--- config.mk ---
export PLATFORM = sky130hd
export DESIGN_NAME = vga_scene_renderer
export DESIGN_NICKNAME = d
export VERILOG_FILES = /design/src/rtl/vga_scene_renderer.sv
export SDC_FILE = /design/constraint.sdc
export NUM_CORES = 1
export LEC_CHECK = 0
export BUFFER_PORTS_ARGS = -buffer_cell sky130_fd_sc_hd__buf_2
export CORE_ASPECT_RATIO = 1.25
export CORE_UTILIZATION = 57
export DETAILED_ROUTE_END_ITERATION = 7
export PLACE_DENSITY = 0.81
export SYNTH_ARGS = -nofsm -noshare
export SYNTH_HDL_FRONTEND = slang
export SYNTH_SLANG_ARGS = --single-unit
export TNS_END_PERCENT = 10
--- constraint.sdc ---
create_clock -name dclk -period 6.5 [get_ports dclk]
set_clock_uncertainty 0.2 [all_clocks]
set_input_delay 0.325 -clock dclk [delete_from_list [all_inputs] [get_ports dclk]]
set_output_delay 0.325 -clock dclk [all_outputs]
set_load 0.05 [all_outputs]
--- src/rtl/vga_scene_renderer.sv ---
`default_nettype none
// ============================================================================
//  Module   : vga_scene_renderer
//  Purpose  : VGA timing generator and scene renderer for a bird sprite, pipes
//             and sky. Scene inputs are shadowed once per frame. The optional
//             bar test pattern is enabled by defining VGA_TEST_PATTERN_EN.
//  Revision : 1.0  initial parametrised release
// ============================================================================
module vga_scene_renderer #(
    parameter int H_ACTIVE  = 640,
    parameter int H_FP      = 16,
    parameter int H_SYNC    = 96,
    parameter int H_BP      = 48,
    parameter int V_ACTIVE  = 480,
    parameter int V_FP      = 10,
    parameter int V_SYNC    = 2,
    parameter int V_BP      = 29,
    parameter int COLOR_W   = 3,
    parameter int BIRD_X    = 200,
    parameter int BIRD_SIZE = 20,
    parameter int NUM_PIPES = 2,
    parameter int PIPE_W    = 40,
    parameter int GAP_H     = 100
) (
    input  logic                   dclk,
    input  logic                   clr,
`ifdef VGA_TEST_PATTERN_EN
    input  logic                   test_mode,
`endif
    input  logic [8:0]             bird_y,
    input  logic [NUM_PIPES*10-1:0] pipe_x,
    input  logic [NUM_PIPES*9-1:0] pipe_gap_y,
    input  logic                   game_state,
    output logic                   hsync,
    output logic                   vsync,
    output logic [COLOR_W-1:0]     red,
    output logic [COLOR_W-1:0]     green,
    output logic [COLOR_W-1:0]     blue,
    output logic                   active,
    output logic                   frame_tick
);

    localparam logic [10:0] c_H_LAST   = 11'(H_SYNC + H_BP + H_ACTIVE + H_FP - 1);
    localparam logic [10:0] c_V_LAST   = 11'(V_SYNC + V_BP + V_ACTIVE + V_FP - 1);
    localparam logic [10:0] c_H_SYNC   = 11'(H_SYNC);
    localparam logic [10:0] c_V_SYNC   = 11'(V_SYNC);
    localparam logic [10:0] c_H_START  = 11'(H_SYNC + H_BP);
    localparam logic [10:0] c_V_START  = 11'(V_SYNC + V_BP);
    localparam logic [10:0] c_H_END    = 11'(H_SYNC + H_BP + H_ACTIVE);
    localparam logic [10:0] c_V_END    = 11'(V_SYNC + V_BP + V_ACTIVE);
    localparam logic [10:0] c_TICK_V   = 11'(V_SYNC + V_BP + V_ACTIVE - 1);
    localparam logic [10:0] c_BIRD_L   = 11'(BIRD_X);
    localparam logic [10:0] c_BIRD_R   = 11'(BIRD_X + BIRD_SIZE);
    localparam logic [10:0] c_BIRD_SZ  = 11'(BIRD_SIZE);
    localparam logic [10:0] c_PIPE_W   = 11'(PIPE_W);
    localparam logic [10:0] c_GAP_H    = 11'(GAP_H);
    localparam logic [COLOR_W-1:0] c_ONES = '1;
    localparam logic [COLOR_W-1:0] c_MSB  = COLOR_W'(1 << (COLOR_W - 1));

    logic [10:0]               r_hc;
    logic [10:0]               r_vc;
    logic [8:0]                r_bird_y;
    logic [NUM_PIPES*10-1:0]   r_pipe_x;
    logic [NUM_PIPES*9-1:0]    r_gap_y;
    logic                      r_hsync;
    logic                      r_vsync;
    logic                      r_active;
    logic                      r_frame_tick;
    logic [COLOR_W-1:0]        r_red;
    logic [COLOR_W-1:0]        r_green;
    logic [COLOR_W-1:0]        r_blue;

    logic [10:0]               w_ax;
    logic [10:0]               w_ay;
    logic [10:0]               w_by;
    logic                      w_visible;
    logic                      w_bird_hit;
    logic [NUM_PIPES-1:0]      w_pipe_hit;
    logic                      w_tick;
    logic [COLOR_W-1:0]        w_red;
    logic [COLOR_W-1:0]        w_green;
    logic [COLOR_W-1:0]        w_blue;

    always_ff @(posedge dclk) begin
        if (clr) begin
            r_hc <= '0;
            r_vc <= '0;
        end else if (r_hc == c_H_LAST) begin
            r_hc <= '0;
            r_vc <= (r_vc == c_V_LAST) ? '0 : r_vc + 11'd1;
        end else begin
            r_hc <= r_hc + 11'd1;
        end
    end

    // Shadow copies change only between frames so a frame never tears.
    always_ff @(posedge dclk) begin
        if (clr) begin
            r_bird_y <= '0;
            r_pipe_x <= {NUM_PIPES{10'h3FF}};
            r_gap_y  <= '0;
        end else if (r_frame_tick) begin
            r_bird_y <= bird_y;
            r_pipe_x <= pipe_x;
            r_gap_y  <= pipe_gap_y;
        end
    end

    // Outside the visible window these wrap to large values; all hits are gated by w_visible.
    assign w_ax      = r_hc - c_H_START;
    assign w_ay      = r_vc - c_V_START;
    assign w_by      = {2'b00, r_bird_y};
    assign w_visible = (r_hc >= c_H_START) && (r_hc < c_H_END) &&
                       (r_vc >= c_V_START) && (r_vc < c_V_END);
    assign w_tick    = (r_hc == c_H_LAST) && (r_vc == c_TICK_V);

    assign w_bird_hit = (w_ax >= c_BIRD_L) && (w_ax < c_BIRD_R) &&
                        (w_ay >= w_by) && (w_ay < w_by + c_BIRD_SZ);

    for (genvar gi = 0; gi < NUM_PIPES; gi++) begin : g_pipe
        logic [10:0] w_px;
        logic [10:0] w_gy;
        assign w_px = {1'b0, r_pipe_x[10*gi +: 10]};
        assign w_gy = {2'b00, r_gap_y[9*gi +: 9]};
        assign w_pipe_hit[gi] = (w_ax >= w_px) && (w_ax < w_px + c_PIPE_W) &&
                                ((w_ay < w_gy) || (w_ay >= w_gy + c_GAP_H));
    end

`ifdef VGA_TEST_PATTERN_EN
    localparam int c_BAR_W = H_ACTIVE / 8;
    logic [2:0] w_bar;

    always_comb begin
        w_bar = '0;
        for (int k = 1; k < 8; k++) begin
            if (w_ax >= 11'(k * c_BAR_W)) w_bar = 3'(k);
        end
    end
`endif

    always_comb begin
        w_red   = '0;
        w_green = '0;
        w_blue  = '0;
        if (w_visible) begin
`ifdef VGA_TEST_PATTERN_EN
            if (test_mode) begin
                w_red   = w_bar[2] ? c_ONES : '0;
                w_green = w_bar[1] ? c_ONES : '0;
                w_blue  = w_bar[0] ? c_ONES : '0;
            end else
`endif
            if (w_bird_hit) begin
                w_red   = c_ONES;
                w_green = game_state ? c_ONES : '0;
            end else if (|w_pipe_hit) begin
                w_green = c_ONES;
            end else begin
                w_green = c_MSB;
                w_blue  = c_ONES;
            end
        end
    end

    always_ff @(posedge dclk) begin
        if (clr) begin
            r_hsync      <= 1'b1;
            r_vsync      <= 1'b1;
            r_active     <= 1'b0;
            r_frame_tick <= 1'b0;
            r_red        <= '0;
            r_green      <= '0;
            r_blue       <= '0;
        end else begin
            r_hsync      <= (r_hc >= c_H_SYNC);
            r_vsync      <= (r_vc >= c_V_SYNC);
            r_active     <= w_visible;
            r_frame_tick <= w_tick;
            r_red        <= w_red;
            r_green      <= w_green;
            r_blue       <= w_blue;
        end
    end

    assign hsync      = r_hsync;
    assign vsync      = r_vsync;
    assign active     = r_active;
    assign frame_tick = r_frame_tick;
    assign red        = r_red;
    assign green      = r_green;
    assign blue       = r_blue;

endmodule
`default_nettype wire

# ---- Word level (Yosys, flattened, before mapping)
# Cells that the tools add are included.
# Widths: inputs -> output; s select.
dict set report totals {
  ff_bits 82
  latchBits 0
  mem_bits_rw 0
  rom_bits 0
  input_bits 50
  out_inout_bits 13
  word_cells 66
  memories 0
}
dict set report classes {
  add_sub_neg 9
  multipliers 0
  div 0
  n_lt_le_gt_ge 18
  n_eq_ne 3
  n_shift 0
  mux 6
  bitwise 1
  reduce_logical 17
}
# op count
set op_table {}
lappend op_table {{$ge 11x10->1} 4}
lappend op_table {{$add 10x6->11 const B} 2}
lappend op_table {{$add 11x1->11 const B} 2}
lappend op_table {{$eq 11x10->1 const B} 2}
lappend op_table {{$ge 11x8->1 const B} 2}
lappend op_table {{$lt 11x11->1} 2}
lappend op_table {{$lt 11x9->1} 2}
lappend op_table {{$add 9x7->10 const B} 2}
lappend op_table {{$mux 3} 4}
lappend op_table {{$eq 11x9->1 const B} 1}
lappend op_table {{$ge 11x2->1 const B} 1}
lappend op_table {{$ge 11x5->1 const B} 1}
lappend op_table {{$ge 11x7->1 const B} 1}
lappend op_table {{$ge 11x9->1} 1}
lappend op_table {{$logic_and 1x1->1} 11}
lappend op_table {{$lt 11x10->1} 1}
lappend op_table {{$lt 11x10->1 const B} 1}
lappend op_table {{$lt 11x8->1 const B} 1}
lappend op_table {{$lt 11x9->1 const B} 1}
lappend op_table {{$mux 11} 1}
lappend op_table {{$sub 11x5->11 const B} 1}
lappend op_table {{$sub 11x8->11 const B} 1}
lappend op_table {{$add 9x5->10 const B} 1}
lappend op_table {{$reduce_or 2->1} 3}
lappend op_table {{other kinds (4)} 5}

# ---- Longest topological paths before layout
# Gate-level depths: netlist (run 1).
dict set report logic_depth {
  depth_word 7
  ltp_mapped 15
  mapped_depth_nobuf 13
}

# ---- Worst setup path before layout (run 1)
# OpenSTA, ideal clock, no wires.
dict set report synth_path {
  path_type {reg-to-reg}
  from {register r_vc[2]}
  to {register r_blue[1] (netlist: blue[1])}
  setup_ns 0.115
  arrival_ns 3.345
  required_time_ns 6.185
  setup_slack_ns 2.841
  stages_incl_launch_ff 15
  path_buffers 2
  synth_period_minus_slack_ns 3.659
  path_cell_list {dfxtp_1 -> buf_2 -> nand3_1 -> or3_1 -> clkbuf_1 -> nand2_1 -> xor2_1 -> inv_1 -> ha_1 -> nand3b_1 -> or4b_1 -> or4_1 -> a221oi_4 -> a311oi_1 -> and2_1}
}
dict set report synth_between {
  elab_chain_cells 6
  word_cells_on_any_way 21
  classes_between {add/sub (1); order compare (8); mux (1); bitwise (1); reduce/logical (10)}
}
# element line
set synth_lines {}
lappend synth_lines {{start: declaration} 61} ;# logic [10:0] r_vc;
lappend synth_lines {{start signal: assignment} 90} ;# r_vc <= (r_vc == c_V_LAST) ? '0 : r_vc + 11'd1;
lappend synth_lines {{$sub 11x5->11} 111} ;# assign w_ay = r_vc - c_V_START;
lappend synth_lines {{$lt 11x9->1 / $ge 11x10->1 (equally long branches)} 126} ;# ((w_ay < w_gy) || (w_ay >= w_gy + c_GAP_H));
lappend synth_lines {{$logic_or 1x1->1} 126}
lappend synth_lines {{$logic_and 1x1->1} 125} ;# assign w_pipe_hit[gi] = (w_ax >= w_px) && (w_ax < w_px + c_PIPE_W) &&
lappend synth_lines {{$reduce_or 2->1} 156} ;# end else if (|w_pipe_hit) begin
lappend synth_lines {{$mux 3} 156}
lappend synth_lines {{end signal: assignment} 181} ;# r_blue <= w_blue;
lappend synth_lines {{end: declaration} 71} ;# logic [COLOR_W-1:0] r_blue;
# Parallel ways exist; a longest one is shown, timed or not.
# A chain may end at the register's enable or synchronous reset.

# ---- Worst setup path after layout (run 1)
dict set report layout_path {
  from {register r_vc[2]}
  to {register r_green[1] (netlist: green[1])}
}
dict set report layout_between {
  elab_chain_cells 7
  word_cells_on_any_way 22
  classes_between {add/sub (1); order compare (8); mux (2); bitwise (1); reduce/logical (10)}
}
# element line
set layout_lines {}
lappend layout_lines {{$sub 11x5->11} 111}
lappend layout_lines {{$lt 11x9->1 / $ge 11x10->1 (equally long branches)} 126}
lappend layout_lines {{$logic_or 1x1->1} 126}
lappend layout_lines {{$logic_and 1x1->1} 125}
lappend layout_lines {{$reduce_or 2->1} 156}
lappend layout_lines {{$mux 2} 156}
lappend layout_lines {{$mux 3} 153} ;# if (w_bird_hit) begin
lappend layout_lines {{end signal: assignment} 180} ;# r_green <= w_green;
lappend layout_lines {{end: declaration} 70} ;# logic [COLOR_W-1:0] r_green;
# Parallel ways exist; a longest one is shown, timed or not.

==> results.cfg, run 1 <==
[floorplanning]
start_util_pct = 59.11
die-width_um = 91.52
coreArea_um2 = 9659
io_pins = 63
row_count = 40
chipHeight_um = 113.9
die-area_um2 = 10420

[routing]
vias = 4883
drt-wirelength-per-cell_um = 15.98
via_per_inst = 5.765
drcViolationCount = 0
drt-initial-drc-count = 206
drt-total-wl_um = 13540
dr.pass1.iters = 5
route.antenna.remaining_nets = 0

[clock_tree]
cts_sinks = 77
path_clk_slew_ns = 0.06
cts_resized = 0
cts_made_buffers = 9
post_cts_buffers = 0
clock_path_buffers = 2
cts_tree = yes
root_buffer = clkbuf_16
h-tree-depth = 3
clk_latency_ns = 0.35

[run]
cap_violations = 0

[grt]
antenna_found_initial = 0
grt_max_degree = 67
grtUsageTotal_pct = 27.70
grt_pass1_wl_um = 22800
grt_pass1_vias = 5061
overflow = 0

[sta]
worstMarginPinSlew_ns = 0.8353
slew-limit-headroom_pct = 44.31
max_freq_mhz = 244.3
final_max_slew_viol_count = 0
setup_violations = 0
finalWorstSetupSlack_ns = 2.407
final_hold_viol_count = 1
tns_ns = 0
min_period_over_period_pct = 62.97
holdWs_ns = -0.0004317
rsz0062_at_grt = false
layout_min_cycle_time_ns = 4.093

[synth]
synth_cell_types = 55
yosysWarningCount = 0
synth_seq_cells = 77
synth_top_family_by_area = adder cells
yosysSeqAreaShare_pct = 27.00
synth-xor-area-share_pct = 9.073
syn_avg_cell_area_um2 = 8.585
muxShareOfSynthArea_pct = 5.084
synthCells = 665
synth_area_leaders = dfxtp_1 27%, ha_1 20%, xnor2_1 5.2%, mux2i_1 5.1%, inv_1 4.2%
syn_nets = 807
yosysTopAreaCell = dfxtp_1
netlist.area_leader.share_pct = 27.00
synth-simple-area-share_pct = 16.37
synth_edf_count = 0
synth_commonest_cells = 92 x ha_1, 77 x dfxtp_1, 64 x inv_1, 58 x nor2_1, 42 x nand2_1
synth_fa_ha_area_share_pct = 20.89
synthArstFlopShare_pct = 0
synth_compound_area_share_pct = 14.88
syn_area_um2 = 5709
yosysMostFrequentCell = ha_1
synth-main-ff-cell = dfxtp_1

[critical_path]
cp_top_family = simple AND/OR/NAND/NOR gates
start_kind = register
end_kind = register
cp_num_buf_inv = 1
critical_path_arrival_ns = 4.13
cp_slowest_cell = dfxtp_1
critPathKind = reg -> reg
worstPathRequired_ns = 6.53
crit_chain = nand3_1, or3_1, nand2_1, xor2_1, inv_1, ha_1, nand3b_1, or4b_1, or4_1, a221oi_4, a21oi_1, nor2b_1
max_stage_delay_ns = 0.56
worstPathMaxFanout = 10

[place]
portBuffers = 62
dp.final_hpwl_um = 10180
dp_slack_ns = 2.435
placedCellCount = 826
gp_congestion = 0.8925
placed_cell_area_um2 = 6051

[run_status]
status = finished with violations
violations = hold timing

[finish]
fill_cells = 773
n_antenna_cell = 0
final_cells = 847
area_growth_pct = 11.99
nets = 858
design_area_um2 = 6394
final_layout_size_suffix_gt1_share_pct = 12.07

[hold_path]
hold_class = in -> reg

[power_and_ir_drop]
p_leak_uw = 0.002744
power_density_nw_per_um2 = 158.8
vdd_drop_max_v = 0.0001433
power breakdown:
part           internal (uW)  switching, uW
registers                474           3.40
clock network            296            201
logic                   18.7           21.2
final timing paths:
path	from	slack, ns	end	cells past startpoint
worst max-delay path	r_vc[2]	2.41	green[1]	12
worst min-delay path	pipe_x[2]	-0.0004	r_pipe_x[2]	3
worst max register to register	r_vc[2]	2.41	green[1]	12
worst min register to register	r_hc[0]	0.28	r_hc[0]	1
layer usage:
metal  up-vias  share of wire (%)  track usage, %
li1       2432                  -               -
met1      2305                 41           28.21
met3        37                2.7           4.333
met4         0                3.5           15.77
met5         -                  0               0
met2       109                 53           53.13
layout make-up:
cell class | count | area [um^2] | area share, %
Inverter | 64 | 240.2 | 3.757
Timing Repair Buffer | 69 | 375.4 | 5.871
Clock inverter | 6 | 63.81 | 0.9980
Sequential cell | 77 | 1543 | 24.13
Clock buffer | 10 | 229.0 | 3.581
Multi-Input combinational cell | 495 | 3785 | 59.20
Tap cell | 126 | 157.7 | 2.466
kinds of logic after synthesis:
group | after synthesis
buffers and inverters | 93
muxes | 29
adders and majority gates | 96
xor gates and xnor gates | 57
and+or+nand+nor | 194
DFF | 77
AOI/OAI and AO/OA | 119
flip-flops by register name, indices dropped and copies added, names as in the netlist:
name and count:
r_vc 11, r_pipe_x 20, r_gap_y 18, active 1
r_hc 11, blue 1, frame_tick 1, green 2
vsync 1, r_bird_y 9, hsync 1, red 1
per-stage QoR:
| stage | util [%] | total power [uW] |
|---|---|---|
| after floorplan | - | 504.5 |
| after global placement | 62.64 | 523.7 |
| after detailed placement | 62.64 | 525.1 |
| after CTS | 66.19 | 1022 |
| after global routing | 66.19 | 1046 |
| final | 66.19 | 1015 |
worst register-to-register path: cells and delay by family, from the launching register on:
kind | cells | cell delay, ns
adder cells (fa/ha/maj) | 1 | 0.23
XOR/XNOR | 1 | 0.44
flip-flops | 1 | 0.56
buffers and inverters | 1 | 0.17
AND/OR/NAND/NOR | 7 | 2.01
AO/OA/AOI/OAI | 2 | 0.37
layout by cell type, fill, tap and decap left out, types with 4 or more instances in the layout:
cell type	n
nand2_1	42
and3_1	5
o2111ai_1	5
nand2b_1	7
clkbuf_16	9
o21a_1	4
nand3_1	21
or3_1	4
dlygate4sd3_1	5
buf_2	62
mux2i_1	29
nand3b_1	4
xor2_1	22
o211ai_1	22
nor2_1	58
or4_1	4
ha_1	92
a21oi_1	31
nor3_1	17
a211oi_1	9
dfxtp_1	76
inv_1	64
a21o_1	7
xnor2_1	34
o21ai_0	16
nor2b_1	11
nor4_1	4
nand4_1	11
repair_timing:
| item | 4_1_cts | 5_1_grt |
|---|---|---|
| hold endpoints to repair | 5 | 0 |
| endpoints found under the setup margin | 0 | 0 |
| hold buffers | 5 | 0 |
Note: power is estimated with default switching activity, not from simulation.
==> inputs of run 2 (changes only) <==
Clock period 6.5 ns to 4.17 ns, I/O delays scaled along.
==> run 2 against run 1 <==
Against the previous run:
- the run now ends clean
- non-clock buffer count grew 48
- sequential cell count is the same
- routed wire length grew 7.4%
- worst setup slack lost 2.0 ns
- combinational power grew 140%
- sequential share of layout area shrank 1.6 points
- sequential power grew 56%
- power grew 59%
- via count grew 4.3%
- maximum frequency grew 8.6%
- critical path type unchanged
- largest cell class unchanged
- highest routed layer unchanged
==> results.cfg, run 2 (synthesis gave the netlist of run 1 again) <==
[run]
cap_violations = 0

[clock_tree]
clk_latency_ns = 0.34
clock_path_buffers = 2
cts_sinks = 77
path_clk_slew_ns = 0.06
cts_made_buffers = 9
post_cts_buffers = 0
h-tree-depth = 3
root_buffer = clkbuf_16
cts_tree = yes

[place]
placedCellCount = 831
gp_congestion = 0.8655
dp.final_hpwl_um = 10290
placed_cell_area_um2 = 6088
dp_slack_ns = 0.4628
portBuffers = 62

[finish]
nets = 906
top_regs = r_pipe_x x20, r_gap_y x18
final_layout_size_suffix_gt1_share_pct = 11.98
largest_reg_flops = 20
n_antenna_cell = 0
final_cells = 894
final_cell_mix = 92 x ha_1, 76 x dfxtp_1, 64 x inv_1
mostFrequentLayoutCell = ha_1
top_register = r_pipe_x
design_area_um2 = 6859
area_growth_pct = 20.14

[critical_path]
end_kind = register
reg2regPathDepth = 12
start_kind = register
worstPathRequired_ns = 4.19
critPathKind = reg -> reg
max_stage_delay_ns = 0.56
worstPathMaxFanout = 10
critical_path_arrival_ns = 3.79
cp_slowest_cell = dfxtp_1
crit_chain = nand3_1, or3_1, nand2_1, xor2_1, inv_1, ha_1, nand3b_1, or4b_1, or4_1, a221oi_4, a21oi_1, nor2b_1

[sta]
max_freq_mhz = 265.2
final_hold_viol_count = 0
holdWs_ns = 0.2025
finalWorstSetupSlack_ns = 0.3996
rsz0062_at_grt = false
worstMarginPinSlew_ns = 0.9433
min_period_over_period_pct = 90.42
layout_min_cycle_time_ns = 3.770
final_max_slew_viol_count = 0
setup_violations = 0
tns_ns = 0
slew-limit-headroom_pct = 37.11

[power_and_ir_drop]
vdd_drop_max_v = 0.0001958
power_density_nw_per_um2 = 235.2
p_leak_uw = 0.002951

[floorplanning]
coreArea_um2 = 9659
start_util_pct = 59.11
chipHeight_um = 113.9
row_count = 40
io_pins = 63
die-area_um2 = 10420
die-width_um = 91.52

[grt]
grtUsageMet3_pct = 5.333
grt_pass1_vias = 5407
grt_max_degree = 48
antenna_found_initial = 0
grt_pass1_wl_um = 24810
overflow = 0
grtUsageTotal_pct = 30.23
met2_usage_pct = 55.99
busiest_layer = met2
grt_use_met1_pct = 30.98

[run_status]
status = finished clean

[hold_path]
hold_class = in -> reg
whs_path_depth = 2

[routing]
dr.pass1.iters = 4
vias = 5092
via_per_inst = 5.696
drcViolationCount = 0
route.antenna.remaining_nets = 0
drt-initial-drc-count = 232
drt-total-wl_um = 14540
drt-wirelength-per-cell_um = 16.27
==> run 2: cell types whose count changed in the layout (fill, tap and decap cells not counted) <==
cell,previous run,this run
buf_4,2,7
clkinvlp_4,2,1
clkinv_4,1,2
clkbuf_1,1,0
dlygate4sd3_1,5,48
==> run 2: power by group <==
group          internal (uW)  switching [uW]  total (uW)  leakage [uW]
clock                    460             314         774      0.000141
sequential               739            5.80         745      0.000623
combinational           55.4            39.2        94.5       0.00219
total                   1250             359        1610       0.00295
==> run 2: worst max-delay path: cells and delay by family (launching register included) <==
family | cells | cell delay (ns)
flip-flops | 1 | 0.56
AND/OR/NAND/NOR | 7 | 2.01
AO/OA/AOI/OAI | 2 | 0.37
XOR/XNOR | 1 | 0.20
buffers and inverters | 1 | 0.11
adder cells (fa/ha/maj) | 1 | 0.20
==> run 2: layout make-up <==
cell class	instances	area (um^2)
Clock buffer	9	225.2
Inverter	64	240.2
Multi-Input combinational cell	495	3785
Sequential cell	77	1543
Tap cell	126	157.7
Fill cell	703	2800
Clock inverter	6	65.06
Timing Repair Buffer	117	843.3
==> run 2: metrics by stage <==
| step | total power, uW | utilization (%) |
|---|---|---|
| after CTS | 1622 | 71.01 |
| after floorplan | 786.4 | - |
| after detailed placement | 818.2 | 63.03 |
| after global placement | 816.0 | 63.03 |
| after global routing | 1668 | 71.01 |
| final | 1613 | 71.01 |
==> run 2: layer usage <==
layer	wire length, um	vias to the layer above
met3	546	47
met1	5657	2383
met4	684	0
met2	7654	136
li1	-	2526
met5	0	-
==> run 2: timing repair <==
action,CTS,global route
endpoints found under the setup margin,0,0
endpoints found under the hold margin,48,0
resized for setup,0,0
hold buffers,48,0
==> run 2: final timing paths <==
kind         slack [ns]     from        to
max                0.40  r_vc[2]  green[1]
min                0.20      clr   r_hc[2]
max reg2reg        0.40  r_vc[2]  green[1]
min reg2reg        0.28  r_hc[0]   r_hc[0]
==> inputs of run 3 (changes only) <==
Clock period 4.17 ns to 4.7 ns, I/O delays scaled along.
==> run 3 against run 2 <==
Against the previous run:
- power shrank 14%
- worst hold slack gained 0.066 ns
- global-route usage grew 0.14 points
- clock-buffer cell count grew 2
- sequential power shrank 11%
- critical path depth is the same
- routed wire length grew 1.5%
- design area shrank 0.75%
- cell count shrank 0.34%
- core utilization shrank 0.53 points
- critical endpoint is now blue[1]
- highest routed layer unchanged
==> results.cfg, run 3 (synthesis gave the netlist of run 1 again) <==
[floorplanning]
coreArea_um2 = 9659
die-area_um2 = 10420
die-width_um = 91.52
io_pins = 63
row_count = 40
chipHeight_um = 113.9
start_util_pct = 59.11

[routing]
drt-wirelength-per-cell_um = 16.57
via_per_inst = 5.713
drcViolationCount = 0
dr.pass1.iters = 4
drt-initial-drc-count = 203
vias = 5090
route.antenna.remaining_nets = 0
drt-total-wl_um = 14760

[critical_path]
critPathKind = reg -> reg
r2r-start = r_vc[2]
reg2reg_slack_ns = 0.60
end_kind = register
reg2regPathDepth = 12
critical_path_arrival_ns = 4.13
worstPathRequired_ns = 4.73
start_kind = register
worstPathMaxFanout = 10
worst_r2r_endpoint = blue[1]

[finish]
final_cell_mix = 92 x ha_1, 76 x dfxtp_1, 64 x inv_1
multi_input_area_um2 = 3785
top_regs = r_pipe_x x20, r_gap_y x18
area_growth_pct = 19.24
largest_reg_flops = 20
mostFrequentLayoutCell = ha_1
finish.utilization_pct = 70.48
top_register = r_pipe_x
final_cells = 891
n_antenna_cell = 0
fill_cells = 683
final_layout_size_suffix_gt1_share_pct = 11.37
seqCellArea_um2 = 1543
nets = 902

[power_and_ir_drop]
finalPower_uw = 1392
p_sw_uw = 328.1
pwr-share-comb_pct = 6.1
switching_share_pct = 23.57
seqPwrFrac_pct = 47.5
intPower_uw = 1064
p_leak_uw = 0.002913
vdd_drop_max_v = 0.0001651
clock_power_share_pct = 46.4
power_density_nw_per_um2 = 204.5

[clock_tree]
path_clk_slew_ns = 0.06
h-tree-depth = 3
cts_sinks = 77
root_buffer = clkbuf_16
cts_made_buffers = 9
clock_path_buffers = 2
cts_resized = 0
clk_latency_ns = 0.34
cts_tree = yes

[grt]
grt_max_degree = 44
grtUsageTotal_pct = 30.38
antenna_found_initial = 0
grt_pass1_vias = 5479
overflow = 0
grt_pass1_wl_um = 25000

[run_status]
status = finished clean

[sta]
rsz0062_at_grt = false
slew-limit-headroom_pct = 24.49
final_max_slew_viol_count = 0
max_freq_mhz = 243.9
finalWorstSetupSlack_ns = 0.5998
tns_ns = 0
worstMarginPinSlew_ns = 1.133
min_period_over_period_pct = 87.24
final_hold_viol_count = 0
setup_violations = 0
layout_min_cycle_time_ns = 4.100

[place]
placedCellCount = 827
dp_slack_ns = 0.6567
dp.final_hpwl_um = 10150
portBuffers = 62
gp_congestion = 0.8867

[run]
cap_violations = 0

[hold_path]
worstHoldStart = clr
hold_class = in -> reg
whs_endpoint = r_hc[2]
whs_path_depth = 2
-- run 3: worst max path at each step --
stage | cells past startpoint | end | from
after floorplan | 14 | blue[1] | r_vc[2]
after global placement | 12 | blue[1] | r_vc[2]
after detailed placement | 12 | blue[1] | r_vc[2]
after CTS | 12 | blue[1] | r_vc[2]
after global routing | 12 | green[1] | r_vc[2]
final | 12 | blue[1] | r_vc[2]
-- run 3: metal layers --
layer  track usage [%]  wire length (um)  share of wire (%)  vias up
met5                 0                 0                  0        -
met4             18.73               616                4.2        0
met3             6.333               571                3.9       46
met2             56.94              7751                 52      147
met1             30.49              5825                 39     2369
li1                  -                 -                  -     2528
-- run 3: metrics by stage --
stage | instance area, um^2 | hold WS, ns
6_report | 6808 | 0.2687
5_1_grt | 6808 | 0.2835
4_1_cts | 6808 | 0.2503
3_5_place_dp | 6058 | 0.2576
3_3_place_gp | 6058 | 0.2499
2_1_floorplan | 5709 | 0.1637
-- run 3: cell type report --
cell class,count,area share (%)
Clock buffer,11,3.418
Clock inverter,5,0.5330
Inverter,64,3.529
Multi-Input combinational cell,495,55.60
Sequential cell,77,22.66
Tap cell,126,2.316
Timing Repair Buffer,113,11.95
-- run 3: power groups by stage --
stage | clock [uW] | combinational (uW) | sequential [uW]
2_1_floorplan | 0 | 21.2 | 676
3_3_place_gp | 0 | 49.2 | 675
3_5_place_dp | 0 | 52.1 | 675
4_1_cts | 646 | 82.3 | 660
5_1_grt | 687 | 92.3 | 660
6_report | 646 | 85.2 | 660
-- run 3: repair_timing --
item,CTS,global route
hold buffers,48,0
setup buffers,0,0
hold endpoints to repair,48,0
-- run 3: critical path, cell delays in order, from the launching register on --
cell and delay, ns:
dfxtp_1 0.56, nand3_1 0.14, or3_1 0.48, nand2_1 0.14, xor2_1 0.46, inv_1 0.18, ha_1 0.23, nand3b_1 0.14
or4b_1 0.49, or4_1 0.46, a221oi_4 0.24, a311oi_1 0.10, and2_1 0.17
